`src/rtl/qa_drv_sreg_responder_pkg.sv`:
```
// Shared types for the SREG read responder: FSM states, the DSM response line
// layout and the data word substituted when the client never answers.
package qa_drv_sreg_responder_pkg;

  typedef enum logic [2:0] {
    ST_IDLE,
    ST_ISSUE,
    ST_WAIT_RSP,
    ST_WRITE,
    ST_WAIT_ACK
  } sreg_state_e;

  // Field order is MSB first, so valid lands on bit 511 and data on [63:0].
  typedef struct packed {
    logic         valid;
    logic [381:0] rsvd;
    logic         timeout;
    logic [31:0]  seq;
    logic [31:0]  addr;
    logic [63:0]  data;
  } t_SREG_DSM_LINE;

  localparam logic [63:0] SREG_TIMEOUT_DATA = 64'hDEAD_DEAD_DEAD_DEAD;

endpackage

```
`src/rtl/qa_drv_sreg_responder.sv`:
```
// Forwards host SREG read requests to the client and posts the tagged reply to a
// fixed DSM cache line. Define QA_DRV_SREG_TIMEOUT_EN to add a client-reply timeout.
module qa_drv_sreg_responder
  import qa_drv_sreg_responder_pkg::*;
#(
  parameter int DSM_LINE_OFFSET = 2,
  parameter int CL_ADDR_WIDTH   = 32,
  parameter int TIMEOUT_BITS    = 16
) (
  input  logic                     clk,
  input  logic                     resetb,
  input  logic                     afu_en,
  input  logic                     afu_dsm_base_valid,
  input  logic [63:0]              afu_dsm_base,
  input  logic                     sreg_req_en,
  input  logic [31:0]              sreg_req_addr,
  output logic                     sreg_rd_req,
  output logic [31:0]              sreg_rd_addr,
  input  logic                     sreg_rd_rsp_valid,
  input  logic [63:0]              sreg_rd_rsp_data,
  output logic                     tx_wr_valid,
  output logic [CL_ADDR_WIDTH-1:0] tx_wr_addr,
  output logic [511:0]             tx_wr_data,
  input  logic                     tx_wr_almost_full,
  input  logic                     rx_wr_ack,
  output logic                     busy
);

  sreg_state_e state, state_next;

  logic        req_ok;
  logic        pend_valid;
  logic [31:0] pend_addr;
  logic [31:0] cur_addr;
  logic [63:0] rsp_data_q;
  logic        rsp_timeout_q;
  logic [31:0] seq;

  logic        launch;
  logic        take_pend;
  logic [31:0] launch_addr;
  logic        rsp_take;
  logic        timeout_hit;
  logic        wr_fire;
  logic [63:0] line_data;
  logic        line_timeout;

  t_SREG_DSM_LINE           line_next;
  logic [CL_ADDR_WIDTH-1:0] line_addr;
  logic                     unused_base_bits;

  assign req_ok    = sreg_req_en & afu_en & afu_dsm_base_valid;
  assign line_addr = afu_dsm_base[CL_ADDR_WIDTH+5:6] + CL_ADDR_WIDTH'(DSM_LINE_OFFSET);
  assign unused_base_bits = ^{afu_dsm_base[63:CL_ADDR_WIDTH+6], afu_dsm_base[5:0]};

`ifdef QA_DRV_SREG_TIMEOUT_EN
  // Timeout fires in the WAIT_RSP cycle that would bring the counter to saturation.
  localparam logic [TIMEOUT_BITS-1:0] TIMER_LAST = {{(TIMEOUT_BITS-1){1'b1}}, 1'b0};
  logic [TIMEOUT_BITS-1:0] timer;

  always_ff @(posedge clk or negedge resetb) begin
    if (!resetb) begin
      timer <= '0;
    end else if (state == ST_ISSUE) begin
      timer <= '0;
    end else if (state == ST_WAIT_RSP && timer != TIMER_LAST) begin
      timer <= timer + 1'b1;
    end
  end
`else
  logic [TIMEOUT_BITS-1:0] unused_timer;
  assign unused_timer = '0;
`endif

  always_comb begin
    state_next  = state;
    launch      = 1'b0;
    take_pend   = 1'b0;
    launch_addr = sreg_req_addr;
    rsp_take    = 1'b0;
    timeout_hit = 1'b0;
    wr_fire     = 1'b0;
    case (state)
      ST_IDLE: begin
        if (pend_valid && afu_en) begin
          take_pend   = 1'b1;
          launch      = 1'b1;
          launch_addr = pend_addr;
          state_next  = ST_ISSUE;
        end else if (req_ok) begin
          launch     = 1'b1;
          state_next = ST_ISSUE;
        end
      end
      ST_ISSUE: state_next = ST_WAIT_RSP;
      ST_WAIT_RSP: begin
        if (sreg_rd_rsp_valid) begin
          rsp_take = 1'b1;
        end
`ifdef QA_DRV_SREG_TIMEOUT_EN
        else if (timer == TIMER_LAST) begin
          timeout_hit = 1'b1;
        end
`endif
        // A reply can go straight out so the write appears the very next cycle.
        if (rsp_take || timeout_hit) begin
          if (!tx_wr_almost_full) begin
            wr_fire    = 1'b1;
            state_next = ST_WAIT_ACK;
          end else begin
            state_next = ST_WRITE;
          end
        end
      end
      ST_WRITE: begin
        if (!tx_wr_almost_full) begin
          wr_fire    = 1'b1;
          state_next = ST_WAIT_ACK;
        end
      end
      ST_WAIT_ACK: if (rx_wr_ack) state_next = ST_IDLE;
      default: state_next = ST_IDLE;
    endcase
  end

  always_comb begin
    line_data    = rsp_data_q;
    line_timeout = rsp_timeout_q;
    if (state == ST_WAIT_RSP) begin
      line_data    = rsp_take ? sreg_rd_rsp_data : SREG_TIMEOUT_DATA;
      line_timeout = timeout_hit;
    end
    line_next         = '0;
    line_next.valid   = 1'b1;
    line_next.timeout = line_timeout;
    line_next.seq     = seq;
    line_next.addr    = cur_addr;
    line_next.data    = line_data;
  end

  always_ff @(posedge clk or negedge resetb) begin
    if (!resetb) begin
      state <= ST_IDLE;
      busy  <= 1'b0;
    end else begin
      state <= state_next;
      busy  <= (state_next != ST_IDLE);
    end
  end

  // Single-entry pending slot: newest request wins, cleared whenever the AFU is disabled.
  always_ff @(posedge clk or negedge resetb) begin
    if (!resetb) begin
      pend_valid <= 1'b0;
      pend_addr  <= '0;
    end else if (!afu_en) begin
      pend_valid <= 1'b0;
    end else if (req_ok && (state != ST_IDLE || take_pend)) begin
      pend_valid <= 1'b1;
      pend_addr  <= sreg_req_addr;
    end else if (take_pend) begin
      pend_valid <= 1'b0;
    end
  end

  always_ff @(posedge clk or negedge resetb) begin
    if (!resetb) begin
      cur_addr      <= '0;
      sreg_rd_req   <= 1'b0;
      rsp_data_q    <= '0;
      rsp_timeout_q <= 1'b0;
    end else begin
      sreg_rd_req <= launch;
      if (launch) begin
        cur_addr <= launch_addr;
      end
      if (rsp_take || timeout_hit) begin
        rsp_data_q    <= line_data;
        rsp_timeout_q <= timeout_hit;
      end
    end
  end

  assign sreg_rd_addr = cur_addr;

  always_ff @(posedge clk or negedge resetb) begin
    if (!resetb) begin
      tx_wr_valid <= 1'b0;
      tx_wr_addr  <= '0;
      tx_wr_data  <= '0;
      seq         <= '0;
    end else begin
      tx_wr_valid <= wr_fire;
      if (wr_fire) begin
        tx_wr_addr <= line_addr;
        tx_wr_data <= line_next;
        seq        <= seq + 32'd1;
      end
    end
  end

endmodule

```
`config.mk`:
```
export PLATFORM = sky130hd
export DESIGN_NAME = qa_drv_sreg_responder
export DESIGN_NICKNAME = d
export VERILOG_FILES = /design/src/rtl/qa_drv_sreg_responder_pkg.sv /design/src/rtl/qa_drv_sreg_responder.sv
export SDC_FILE = /design/constraint.sdc
export NUM_CORES = 1
export LEC_CHECK = 0
export BUFFER_PORTS_ARGS = -buffer_cell sky130_fd_sc_hd__buf_2
export CAP_MARGIN = 20
export CORE_AREA = 5 5 287 289
export CTS_BUF_LIST = sky130_fd_sc_hd__clkbuf_16
export CTS_CLUSTER_DIAMETER = 80
export DETAILED_ROUTE_END_ITERATION = 8
export DIE_AREA = 0 0 292 294
export SETUP_SLACK_MARGIN = 0.1
export SYNTH_ARGS = -nofsm -noshare
export SYNTH_HDL_FRONTEND = slang
export SYNTH_SLANG_ARGS = --single-unit
```
`constraint.sdc`:
```
create_clock -name clk -period 1.7 [get_ports clk]
set_input_delay 0.085 -clock clk [delete_from_list [all_inputs] [get_ports clk]]
set_output_delay 0.085 -clock clk [all_outputs]
set_load 0.01 [all_outputs]
```
# Word level (Yosys, flattened, before mapping)
# Cells that the tools add are included.
[totals]
inputBits = 168
reg_bits = 329
output_inout_bits = 579
word_cells = 52
[op_classes]
reduce_logical = 7
n_bitwise = 2
n_mux = 25
n_eq_ne = 5
addsub = 2
[op_table]
columns = ["cell", "count"]
rows = [
  ["2-to-1 mux 64 bit", 2],
  ["2-to-1 mux 32 bit", 2],
  ["adder 32 x 1 -> 32 bit, second input constant", 1],
  ["adder 32 x 2 -> 32 bit, second input constant", 1],
  ["2-to-1 mux 3 bit", 6],
  ["case mux 3 bit (5 select lines)", 1],
  ["2-to-1 mux 1 bit", 13],
  ["== test 3 x 2 -> 1 bit, second input constant", 2],
  ["nonzero test 3 bit", 2],
  ["== test 3 x 1 -> 1 bit, second input constant", 1],
  ["== test 3 bit, second input constant", 1],
  ["zero test 3 bit", 1],
  ["!= test 3 x 1 -> 1 bit, second input constant", 1],
  ["bitwise AND 1 bit", 2],
  ["logical AND 1 bit", 2],
  ["case mux 1 bit (2 select lines)", 1],
  ["AND reduction 2 bit", 1],
  ["logical OR 1 bit", 1],
]

# Longest topological paths before layout
# Gate-level depths: netlist of run 1.
[logic_depth]
word_depth = 7
ltp_mapped = 8
depth_no_buf = 6

# Least setup slack after synthesis of run 1
# No wires, ideal clock.
[synth_path]
path_kind = "register to register"
from = "reg state[2]"
to = "reg rsp_data_q[33]"
t_arrival_ns = 1.705
synth_period_minus_slack_ns = 1.829
path_buffers = 2
setup_ns = 0.125
required_ns = 1.575
slack_ns = -0.129
path_stages_with_launch = 7
path_cell_list = "dfrtp_1 -> nand2b_2 -> nor2_2 -> and2_1 -> buf_4 -> buf_2 -> mux2_2"
[synth_via]
elab_chain_cells = 4
[synth_lines]
columns = ["element", "line_no", "rtl"]
rows = [
  ["start, declared", "qa_drv_sreg_responder.sv:29", "sreg_state_e state, state_next;"],
  ["start signal, assigned", "qa_drv_sreg_responder.sv:146", "state <= state_next;"],
  ["== test 3 x 2 -> 1 bit (*)", "qa_drv_sreg_responder.sv:83, qa_drv_sreg_responder.sv:129", ""],
  ["2-to-1 mux 1 bit", "qa_drv_sreg_responder.sv:83", "case (state)"],
  ["2-to-1 mux 64 bit", "qa_drv_sreg_responder.sv:130", "line_data = rsp_take ? sreg_rd_rsp_data : SREG_TIMEOUT_DATA;"],
  ["2-to-1 mux 64 bit", "qa_drv_sreg_responder.sv:129", "if (state == ST_WAIT_RSP) begin"],
  ["end signal, assigned", "qa_drv_sreg_responder.sv:178", "rsp_data_q <= line_data;"],
  ["end, declared", "qa_drv_sreg_responder.sv:35", "logic [63:0] rsp_data_q;"],
]
# Mark *: on every way between the ends. The rest lies on a longest branch, timed or not.
# A chain may end at the register's enable or synchronous reset.

# Worst setup path in the final report of run 1
[layout_path]
from = "reg state[2]"
to = "reg cur_addr[22] (netlist: sreg_rd_addr[22])"
[layout_via]
elab_chain_cells = 2
word_cells_on_any_way = 3
cone_classes = "mux: 2; reduce/logical: 1"
[layout_lines]
columns = ["element", "line_no", "rtl"]
rows = [
  ["zero test 3 bit (*)", "qa_drv_sreg_responder.sv:83", ""],
  ["2-to-1 mux 32 bit / 2-to-1 mux 1 bit (equally long branches)", "qa_drv_sreg_responder.sv:83", ""],
  ["end signal, assigned", "qa_drv_sreg_responder.sv:175", "cur_addr <= launch_addr;"],
  ["end, declared", "qa_drv_sreg_responder.sv:34", "logic [31:0] cur_addr;"],
]
# Marks and branches as above.

==> metrics.md, run 1 <==
| Metric | Value |
|---|---|
| Multiplexer share of the synthesized area | roughly 6.5% |
| Final Slew Violations | 0 |
| Clk_skew | 0.0505 ns |
| Clock buffer depth | 3 |
| Yosys warnings | 0 |
| PortBufs | 331 |
| Async SR Flop Fraction | 100% |
| Reg2reg setup slack | -0.1 ns |
| Reg-to-Reg Start | state[2] |
| Dpl hpwl | roughly 37000 um |
| Gr ovfl total | 0 |
| Clock transition at path regs | ~0.06 ns |
| Setup TNS | -4.48 ns |
| Biggest fanout along the worst timing path | 8 |
| CTS Buf Count | 40 |
| Initial Utilization | a little over a fifth |
| Largest family of logic cells by synthesized area | buffers and inverters |
| Drt wl/cell | 17.8 um |
| Design area | 25300 um^2 |
| Initial drt markers | roughly 460 |
| Crit path launch | state[2] |
| Via-to-Cell Ratio | 3.89 |
| Worst setup margin | -0.0965 ns |
| Crit Path Class | reg2reg |
| Post-synthesis cell count | ~1700 |
| Leakage | about 12 nW |
| Final wirelength | between 60000 and 70000 um |
| Rel. slew slack | between 50 and 60% |
| H-tree Lvls | 2 |
| Rows | 104 |
| Distinct cells, synth | between 40 and 50 |
| Endpoints failing setup | 120 |
| DRT Pass-1 Iters | 5 |
| Worst reg2reg path depth | 7 |
| Maxcap violations | 0 |
| Min-delay worst type | in2async |
| Ys flop type | dfrtp_1 |
| Critical Path Start Type | flop |
| Core Region | 79600 um^2 |
| Compound-Gate Fraction of Synth Area | under 10% |
| Vias in the first global route | roughly 13000 |
| PD cells | between 1500 and 2000 nW/um^2 |
| Routed Antenna Nets | 0 |
| Initial antenna violation count | 4 |
| RePlAce Congestion | between 0.7 and 0.8 |
| RSZ-0062 raised after global routing | true |
| Critical Path RT | around 2.2 ns |
| First-pass GRT wire length | just over 80000 um |
| Die area | between 80000 and 90000 um^2 |
| Post-Synth Simple-Gate Area | between 10 and 15% |
| Util after Layout | between 30% and 40% |
| R2R Path End | sreg_rd_addr[22] |
| Failing checks | negative setup slack |
| Number of synthesized flops with an enable pin | 0 |
| #FFs+latches synth | 328 |
| CTS tree | yes |
| Die span in x | 292 um |
| Fmax | 0.557 GHz |
| Residual DRC | 0 |
| Mapped Area | around 17000 um^2 |
| Worst skew pair latency | roughly 0.59 ns |
| Worst vdd ir | 0.909 mV |
| Die Y | just under 300 um |
| Clock Tree Root | clkbuf_16 |
| Synth Area in XOR/XNOR | between 3 and 4% |
| Final count of hold timing violations | 0 |
| Worst-Margin Slew | 0.668 ns |
| Worst Path Arrival | 2.30 ns |
| Fin nets | 2489 |
| Pre-CTS setup slack | -0.119 ns |
| Period utilization | 106% |
| Worst Setup EP | sreg_rd_addr[22] |
| Outcome | finished with violations |
| Tot GR Track Use | 12.5% |
| Clock sink count | approximately 330 |
| Area Growth Syn to Fin | 51.9% |
| Routed via count | 13279 |
| DP Area | about 19000 um^2 |
| Min cycle time layout | roughly 1.8 ns |
| Crit path capture type | flop |
| Avg Inst Size Synth | ~10 um^2 |
| Post-Synth Adder-Cell Area | less than 1% |
| Share of layout cells above drive strength 1 | around 38% |
| Fillcell total | 8046 |
| Seq/Total Area, Yosys | approximately half |
| Ports | around 750 |
| Pin count of the biggest net entering global routing | 54 |
-- Yosys cell counts, types with 2 or more instances --
master	n	area, um^2
clkbuf_1	50	188
buf_2	21	105
inv_1	6	22.5
o22ai_1	32	200
dfrtp_1	328	8210
nor3_1	13	65.1
or3_1	2	12.5
and4_1	3	26.3
and4bb_2	2	25.0
buf_1	2	7.51
nand2_1	279	1050
buf_4	386	2900
a221oi_1	20	175
xor2_1	37	324
nor4_1	2	12.5
nand4_1	14	87.6
nor4_2	4	50.1
or2_2	3	18.8
ha_1	2	25.0
nand2b_1	2	12.5
nor2_1	97	364
a21oi_1	40	200
nand3b_1	46	345
mux2_2	96	1080
xnor2_1	23	201
o21ai_0	117	586
nor2_2	2	12.5
and3_1	12	75.1
nand3_1	23	115
-- worst max-delay path, cell delays in order (launching register included) --
cell and delay [ns]:
dfrtp_1 0.42, or3_4 0.43, buf_4 0.15, a21oi_4 0.18, buf_12 0.17, buf_12 0.14
nor2_1 0.05, a21oi_1 0.17
-- power by group --
group / total, W / switching (W) / internal, W
logic: 0.0173 / 0.00850 / 0.00880
clock network: 0.00899 / 0.00371 / 0.00528
registers: 0.0134 / 0.00234 / 0.0110
total: 0.0397 / 0.0145 / 0.0251
-- kinds of logic after synthesis --
logic type / after synthesis
flops: 328
simple gates: 512
mux: 96
xor+xnor: 60
other cells: 1
buf+inv: 466
fa+ha+maj: 2
compound gates: 215
-- cell type report --
| cell class | count | area [um^2] | area share [%] |
|---|---|---|---|
| diodes | 3 | 7.51 | 0.0297 |
| clock buffers | 40 | 1000 | 3.96 |
| clock inverters | 31 | 387 | 1.53 |
| inverters | 7 | 52.6 | 0.208 |
| multi-input cells | 1271 | 7960 | 31.5 |
| flip-flops and latches | 328 | 8210 | 32.5 |
| well taps | 1060 | 1330 | 5.25 |
| repair buffers | 670 | 6300 | 24.9 |
| repair inverters | 1 | 30.0 | 0.119 |
-- how the worst min path moves through the flow --
stage,startpoint,to,slack (ns),cells past startpoint
2_1_floorplan,resetb,busy,-0.21,0
3_3_place_gp,resetb,tx_wr_data[91],0.04,1
3_5_place_dp,resetb,tx_wr_data[91],0.05,1
4_1_cts,resetb,sreg_rd_addr[5],0.002,2
5_1_grt,resetb,tx_wr_addr[6],0.05,2
6_report,resetb,tx_wr_addr[4],0.05,2
-- what timing repair did --
action                     CTS  global route
setup endpoints to repair  230           318
buffers inserted            43            31
pin swaps                   34            69
cloned                      33            22
hold buffers               135             0
hold endpoints to repair   555             0
resized for setup          181           335
-- state kept, by name, summed over array words and instances (netlist names) --
| name | count |
|---|---|
| tx_wr_data | 129 |
| rsp_data_q | 64 |
| pend_addr | 32 |
| seq | 32 |
| sreg_rd_addr | 32 |
| tx_wr_addr | 32 |
| state | 3 |
| busy | 1 |
| pend_valid | 1 |
| sreg_rd_req | 1 |
| tx_wr_valid | 1 |
-- stage by stage --
step / hold slack (ns) / std cells / total power [W]
after floorplan: -0.211 / 2062 / 0.0196
after global placement: 0.0429 / 3083 / 0.0241
after detailed placement: 0.0497 / 3083 / 0.0243
after CTS: 0.00227 / 3365 / 0.0377
after global routing: 0.0485 / 3410 / 0.0420
final: 0.0497 / 3411 / 0.0397
-- metal layers --
layer  wire (um)  global-route usage, %
met1       25000                   16.0
met2       29800                   20.7
met3        4550                   3.85
met4        1420                   3.51
met5           7                      0
-- cell usage in the layout (no fill, tap or decap), types with 37 or more instances in the layout --
master         netlist  final
nand3b_1            46     46
buf_2               21    327
clkbuf_16            0     60
dlygate4sd3_1        0    134
nand2_1            279    205
o21ai_1              1     61
buf_12               0     46
nand2_2              0     53
mux2_4               0     85
xor2_1              37     37
dfrtp_1            328    326
nor2_1              97     86
buf_4              386     65
conb_1               1    383
No activity file was read; power rests on OpenSTA's default activity.
==> run 2, diff against run 1 <==
- clock period: 1.7 -> 1.5 ns (I/O delays scaled with it)
==> run 2 against run 1 <==
The flow still finishes with violations (negative setup slack); clock skew fell by 0.028 ns; sequential cell count did not move; die area did not move; setup slack got worse by 0.23 ns; via count fell by 1.2%; cell count rose by 0.59%; register-to-register slack got worse by 0.23 ns; fmax fell by 1.7%; combinational power rose by 4%; global-route usage fell by 1.6 points; critical path type unchanged; critical endpoint is now pend_addr[5]; largest cell class unchanged.
==> metrics.md, run 2 (synthesized netlist as in run 1, its figures left out) <==
| Metric | Value |
|---|---|
| Outcome | finished with violations |
| Failing checks | negative setup slack |
| H-tree Lvls | 2 |
| Die Y | between 200 and 300 um |
| PortBufs | ~330 |
| Worst skew pair latency | slightly below 0.6 ns |
| Reg2reg setup slack | -0.33 ns |
| Leakage | 12.4 nW |
| Via-to-Cell Ratio | approximately 3.8 |
| Worst reg2reg path depth | 5 |
| Initial Utilization | a little over a fifth |
| CTS Buf Count | 41 |
| Core Region | roughly 80000 um^2 |
| Most flops, register | tx_wr_data |
| Critical Path RT | 1.96 ns |
| Pwr Total | 0.0437 W |
| Final count of hold timing violations | 0 |
| Clock buffer depth | 3 |
| Clk_skew | between 0.02 and 0.025 ns |
| Reg-to-Reg Start | state[2] |
| Drt wl/cell | approximately 17 um |
| Worst Path Arrival | approximately 2.3 ns |
| Clock transition at path regs | approximately 0.06 ns |
| Endpoint, Worst Hold | seq[3] |
| Fin nets | roughly 2500 |
| Layout Cells excl Fill | between 3000 and 4000 |
| Min-delay worst type | in2reg |
| Routed via count | about 13000 |
| RePlAce Congestion | 0.792 |
| Crit Path Class | reg2reg |
| CTS tree | yes |
| Crit path launch | state[2] |
| Worst hold stages | 4 |
| Clock sink count | roughly 330 |
| Max reg flops | around 130 |
| RSZ-0062 raised after global routing | true |
| Most common cell after layout, fill and taps aside | conb_1 |
| Final Slew Violations | 0 |
| Crit path capture type | flop |
| Fmax | 0.547 GHz |
| First-pass GRT wire length | 74400 um |
| Endpoints failing setup | 322 |
| Worst setup margin | -0.327 ns |
| Min cycle time layout | between 1.5 and 2 ns |
| Die span in x | 292 um |
| Biggest fanout along the worst timing path | 24 |
| Ports | roughly 750 |
| Maxcap violations | 0 |
| Tot GR Track Use | between 10% and 20% |
| Vias in the first global route | around 12000 |
| Inst Count DP | 3139 |
| Pre-CTS setup slack | -0.318 ns |
| Util after Layout | between 30% and 40% |
| Routed Antenna Nets | 0 |
| Share of layout cells above drive strength 1 | approximately 38% |
| Dpl hpwl | approximately 36000 um |
| R2R Path End | pend_addr[5] |
| Critical Path Start Type | flop |
| Area Growth Syn to Fin | 50.6% |
| Period utilization | 122% |
| Fillcell total | roughly 8000 |
| Gr ovfl total | 0 |
| Largest registers | tx_wr_data: 129 flops, rsp_data_q: 64 flops |
| Die area | 85800 um^2 |
| Final wirelength | about 57000 um |
| Pin count of the biggest net entering global routing | roughly 60 |
| Initial drt markers | 382 |
| Clock Tree Root | clkbuf_16 |
| Initial antenna violation count | 7 |
| Residual DRC | 0 |
| Commonest cells after routing, fill and taps aside | 383 x conb_1, 330 x buf_2, 326 x dfrtp_1 |
| DRT Pass-1 Iters | 4 |
| Worst vdd ir | between 1 and 1.5 mV |
| PD cells | 1750 nW/um^2 |
| Setup TNS | -63.71 ns |
| Worst hold path startpoint | tx_wr_almost_full |
| Rows | approximately 100 |
## run 2: cell types whose count changed in the layout (fill, tap and decap cells not counted), moves of 7 or more
cell	previous run	this run
clkbuf_16	60	67
mux2_4	85	64
buf_4	65	102
mux2_2	11	32
o21ai_2	33	10
nor2_1	86	68
o21ai_1	61	87
nor2_4	10	22
buf_16	29	14
## run 2: per-stage QoR
stage          hold WS [ns]  area (um^2)
2_1_floorplan        -0.221        18300
3_3_place_gp        -0.0238        19400
3_5_place_dp        -0.0170        19400
4_1_cts              0.0295        23000
5_1_grt              0.0728        25000
6_report             0.0700        25000
## run 2: cell type report
| cell class | count | area [um^2] | area share (%) |
|---|---|---|---|
| Multi-Input combinational cell | 1268 | 7810 | 31.2 |
| Inverter | 7 | 52.6 | 0.210 |
| Timing Repair Buffer | 692 | 6200 | 24.8 |
| Antenna cell | 2 | 5.00 | 0.0200 |
| Sequential cell | 328 | 8210 | 32.8 |
| Clock inverter | 33 | 413 | 1.65 |
| Clock buffer | 41 | 1030 | 4.10 |
| Tap cell | 1060 | 1330 | 5.30 |
## run 2: how the worst max path moves through the flow
stage,to,slack (ns),cells after the start
3_3_place_gp,pend_addr[4],-0.29,5
6_report,pend_addr[5],-0.33,5
2_1_floorplan,pend_addr[10],-0.17,4
5_1_grt,sreg_rd_addr[2],-0.38,8
4_1_cts,pend_addr[7],-0.32,5
3_5_place_dp,rsp_data_q[29],-0.32,5
## run 2: critical path, stage by stage, from the launching register on
cell      delay (ns)
dfrtp_1         0.37
buf_4           0.16
or3_4           0.42
o21bai_4        0.18
buf_12          0.20
mux2_2          0.35
## run 2: repair_timing
item / 4_1_cts / 5_1_grt
endpoints found under the hold margin: 555 / 0
pin swaps: 17 / 65
resized for setup: 106 / 359
cloned: 10 / 31
hold buffers: 132 / 0
buffers inserted: 12 / 31
endpoints found under the setup margin: 324 / 326
## run 2: where the power goes
group	switching, W	leakage, nW	internal (W)
Sequential	0.00258	4.02	0.0125
Clock	0.00431	0.716	0.00632
Combinational	0.00881	7.64	0.00922
Total	0.0157	12.4	0.0280
## run 2: layer usage
layer	vias up	GRT usage, %	share of wire [%]
met5	-	0	0.049
met4	6	3.28	2.3
met3	77	3.77	8.2
met2	455	18.3	49
met1	6427	13.4	41
li1	6158	-	-
==> run 3, diff against run 2 <==
- CORE_AREA: 5 5 287 289 -> 2 2 292 294
- DIE_AREA: 0 0 292 294 -> 0 0 294 296
- RECOVER_POWER: not set -> 25
==> run 3 against run 2 <==
The run still ends with negative setup slack left; setup slack got worse by 0.015 ns; die area grew 1.4%; utilization rose by 0.24 points; wire length is 2.8% higher.
==> metrics.md, run 3 (synthesized netlist as in run 1, its figures left out) <==
| Metric | Value |
|---|---|
| Outcome | finished with violations |
| Failing checks | negative setup slack |
| Clk_skew | between 0.03 and 0.04 ns |
| Clock buffer depth | 3 |
| Fin nets | around 2500 |
| Clock Tree Root | clkbuf_16 |
| Final Slew Violations | 0 |
| Util after Layout | a little under a third |
| Inst Count DP | ~3200 |
| Worst skew pair latency | ~0.59 ns |
| Worst vdd ir | between 1 and 1.5 mV |
| Biggest fanout along the worst timing path | 6 |
| Clock sink count | 328 |
| Layout Cells excl Fill | 3489 |
| Pin count of the biggest net entering global routing | 66 |
| RePlAce Congestion | 0.798 |
| Worst setup margin | -0.342 ns |
| Max reg flops | between 100 and 150 |
| Tot GR Track Use | 11.7% |
| Largest registers | tx_wr_data: 129 flops, rsp_data_q: 64 flops |
| Critical Path Start Type | flop |
| H-tree Lvls | 2 |
| Crit path capture type | flop |
| CTS Buf Count | 42 |
| Rows | 107 |
| Drt wl/cell | roughly 17 um |
| Reg2reg setup slack | -0.34 ns |
| Worst Path Arrival | about 2.4 ns |
| CTS tree | yes |
| Routed via count | approximately 14000 |
| Rel. slew slack | between 20% and 30% |
| Via-to-Cell Ratio | around 3.9 |
| Critical Path RT | approximately 2.0 ns |
| Core Region | about 84000 um^2 |
| WHS | approximately 0.033 ns |
| Dpl hpwl | ~34000 um |
| Initial Utilization | 19.7% |
| Area Growth Syn to Fin | 60.5% |
| Routed Antenna Nets | 0 |
| Die area | a little under 90000 um^2 |
| PD cells | 1730 nW/um^2 |
| Residual DRC | 0 |
| Final count of hold timing violations | 0 |
| Ports | ~750 |
| Min-delay worst type | in2reg |
| Die span in x | 294 um |
| Min cycle time layout | between 1.5 and 2 ns |
| Share of layout cells above drive strength 1 | 45.7% |
| First-pass GRT wire length | 78300 um |
| Clock transition at path regs | 0.06 ns |
| RSZ-0062 raised after global routing | true |
| Worst-Margin Slew | approximately 1.1 ns |
| Vias in the first global route | around 13000 |
| Commonest cells after routing, fill and taps aside | 383 x conb_1, 330 x buf_2, 326 x dfrtp_1 |
| Maxcap violations | 0 |
| Initial drt markers | 439 |
| Setup TNS | -74.35 ns |
| Crit Path Class | reg2reg |
| DRT Pass-1 Iters | 5 |
| Gr ovfl total | 0 |
| Initial antenna violation count | 8 |
| Period utilization | 123% |
| Fmax | 0.543 GHz |
| Leakage | about 13 nW |
| Endpoints failing setup | 320 |
| Most flops, register | tx_wr_data |
| Final wirelength | 58300 um |
| Most common cell after layout, fill and taps aside | conb_1 |
| Die Y | 296 um |
| PortBufs | 331 |
==> run 3: worst paths after layout <==
| kind | startpoint | to | cells after the start |
|---|---|---|---|
| max | state[0] | busy | 8 |
| min in group asynchronous | resetb | rsp_data_q[17] | 3 |
| max in group asynchronous | resetb | tx_wr_data[118] | 4 |
| max reg2reg | state[0] | busy | 8 |
| min reg2reg | tx_wr_data[83] | tx_wr_data[83] | 2 |
| min | tx_wr_almost_full | seq[3] | 4 |
==> run 3: stage by stage <==
stage | setup WS, ns | instance area [um^2] | total power [W]
final | -0.342 | 26700 | 0.0462
after global routing | -0.433 | 26700 | 0.0487
after CTS | -0.274 | 24200 | 0.0422
after detailed placement | -0.392 | 19300 | 0.0272
after global placement | -0.445 | 19300 | 0.0269
after floorplan | -0.170 | 18300 | 0.0223
==> run 3: where the power goes <==
group / switching, W / internal (W) / leakage, nW
logic: 0.00960 / 0.0104 / 8.37
clock network: 0.00432 / 0.00623 / 0.701
registers: 0.00307 / 0.0125 / 4.02
total: 0.0170 / 0.0292 / 13.1
==> run 3: worst max-delay path, stage by stage (launching register included) <==
cell     delay, ns
dfrtp_2       0.43
buf_6         0.12
or3_4         0.36
buf_6         0.14
a21oi_4       0.20
buf_6         0.16
buf_12        0.14
a21o_1        0.11
or2_2         0.11
==> run 3: repair_timing <==
action / 4_1_cts / 5_1_grt
setup endpoints to repair: 322 / 326
hold buffers: 134 / 0
setup buffers: 35 / 45
hold endpoints to repair: 556 / 0
resized for setup: 248 / 522
gates cloned: 32 / 25
pin swaps: 47 / 160
==> run 3: cell type report <==
type	instances	area, um^2
tap	1090	1360
fill	8425	57500
clock inverter	34	397
antenna	2	5.00
clock buffer	42	1050
sequential	328	8210
multi-input combinational	1268	8770
inverter	7	52.6
timing repair buffer	718	6830
==> run 3: per-layer routing <==
metal	share of wire (%)	global-route usage, %	vias to the layer above
met5	0.12	0	-
met4	2.8	3.76	10
met3	6.7	3.39	95
met2	50	19.9	499
met1	40	14.2	6761
li1	-	-	6250
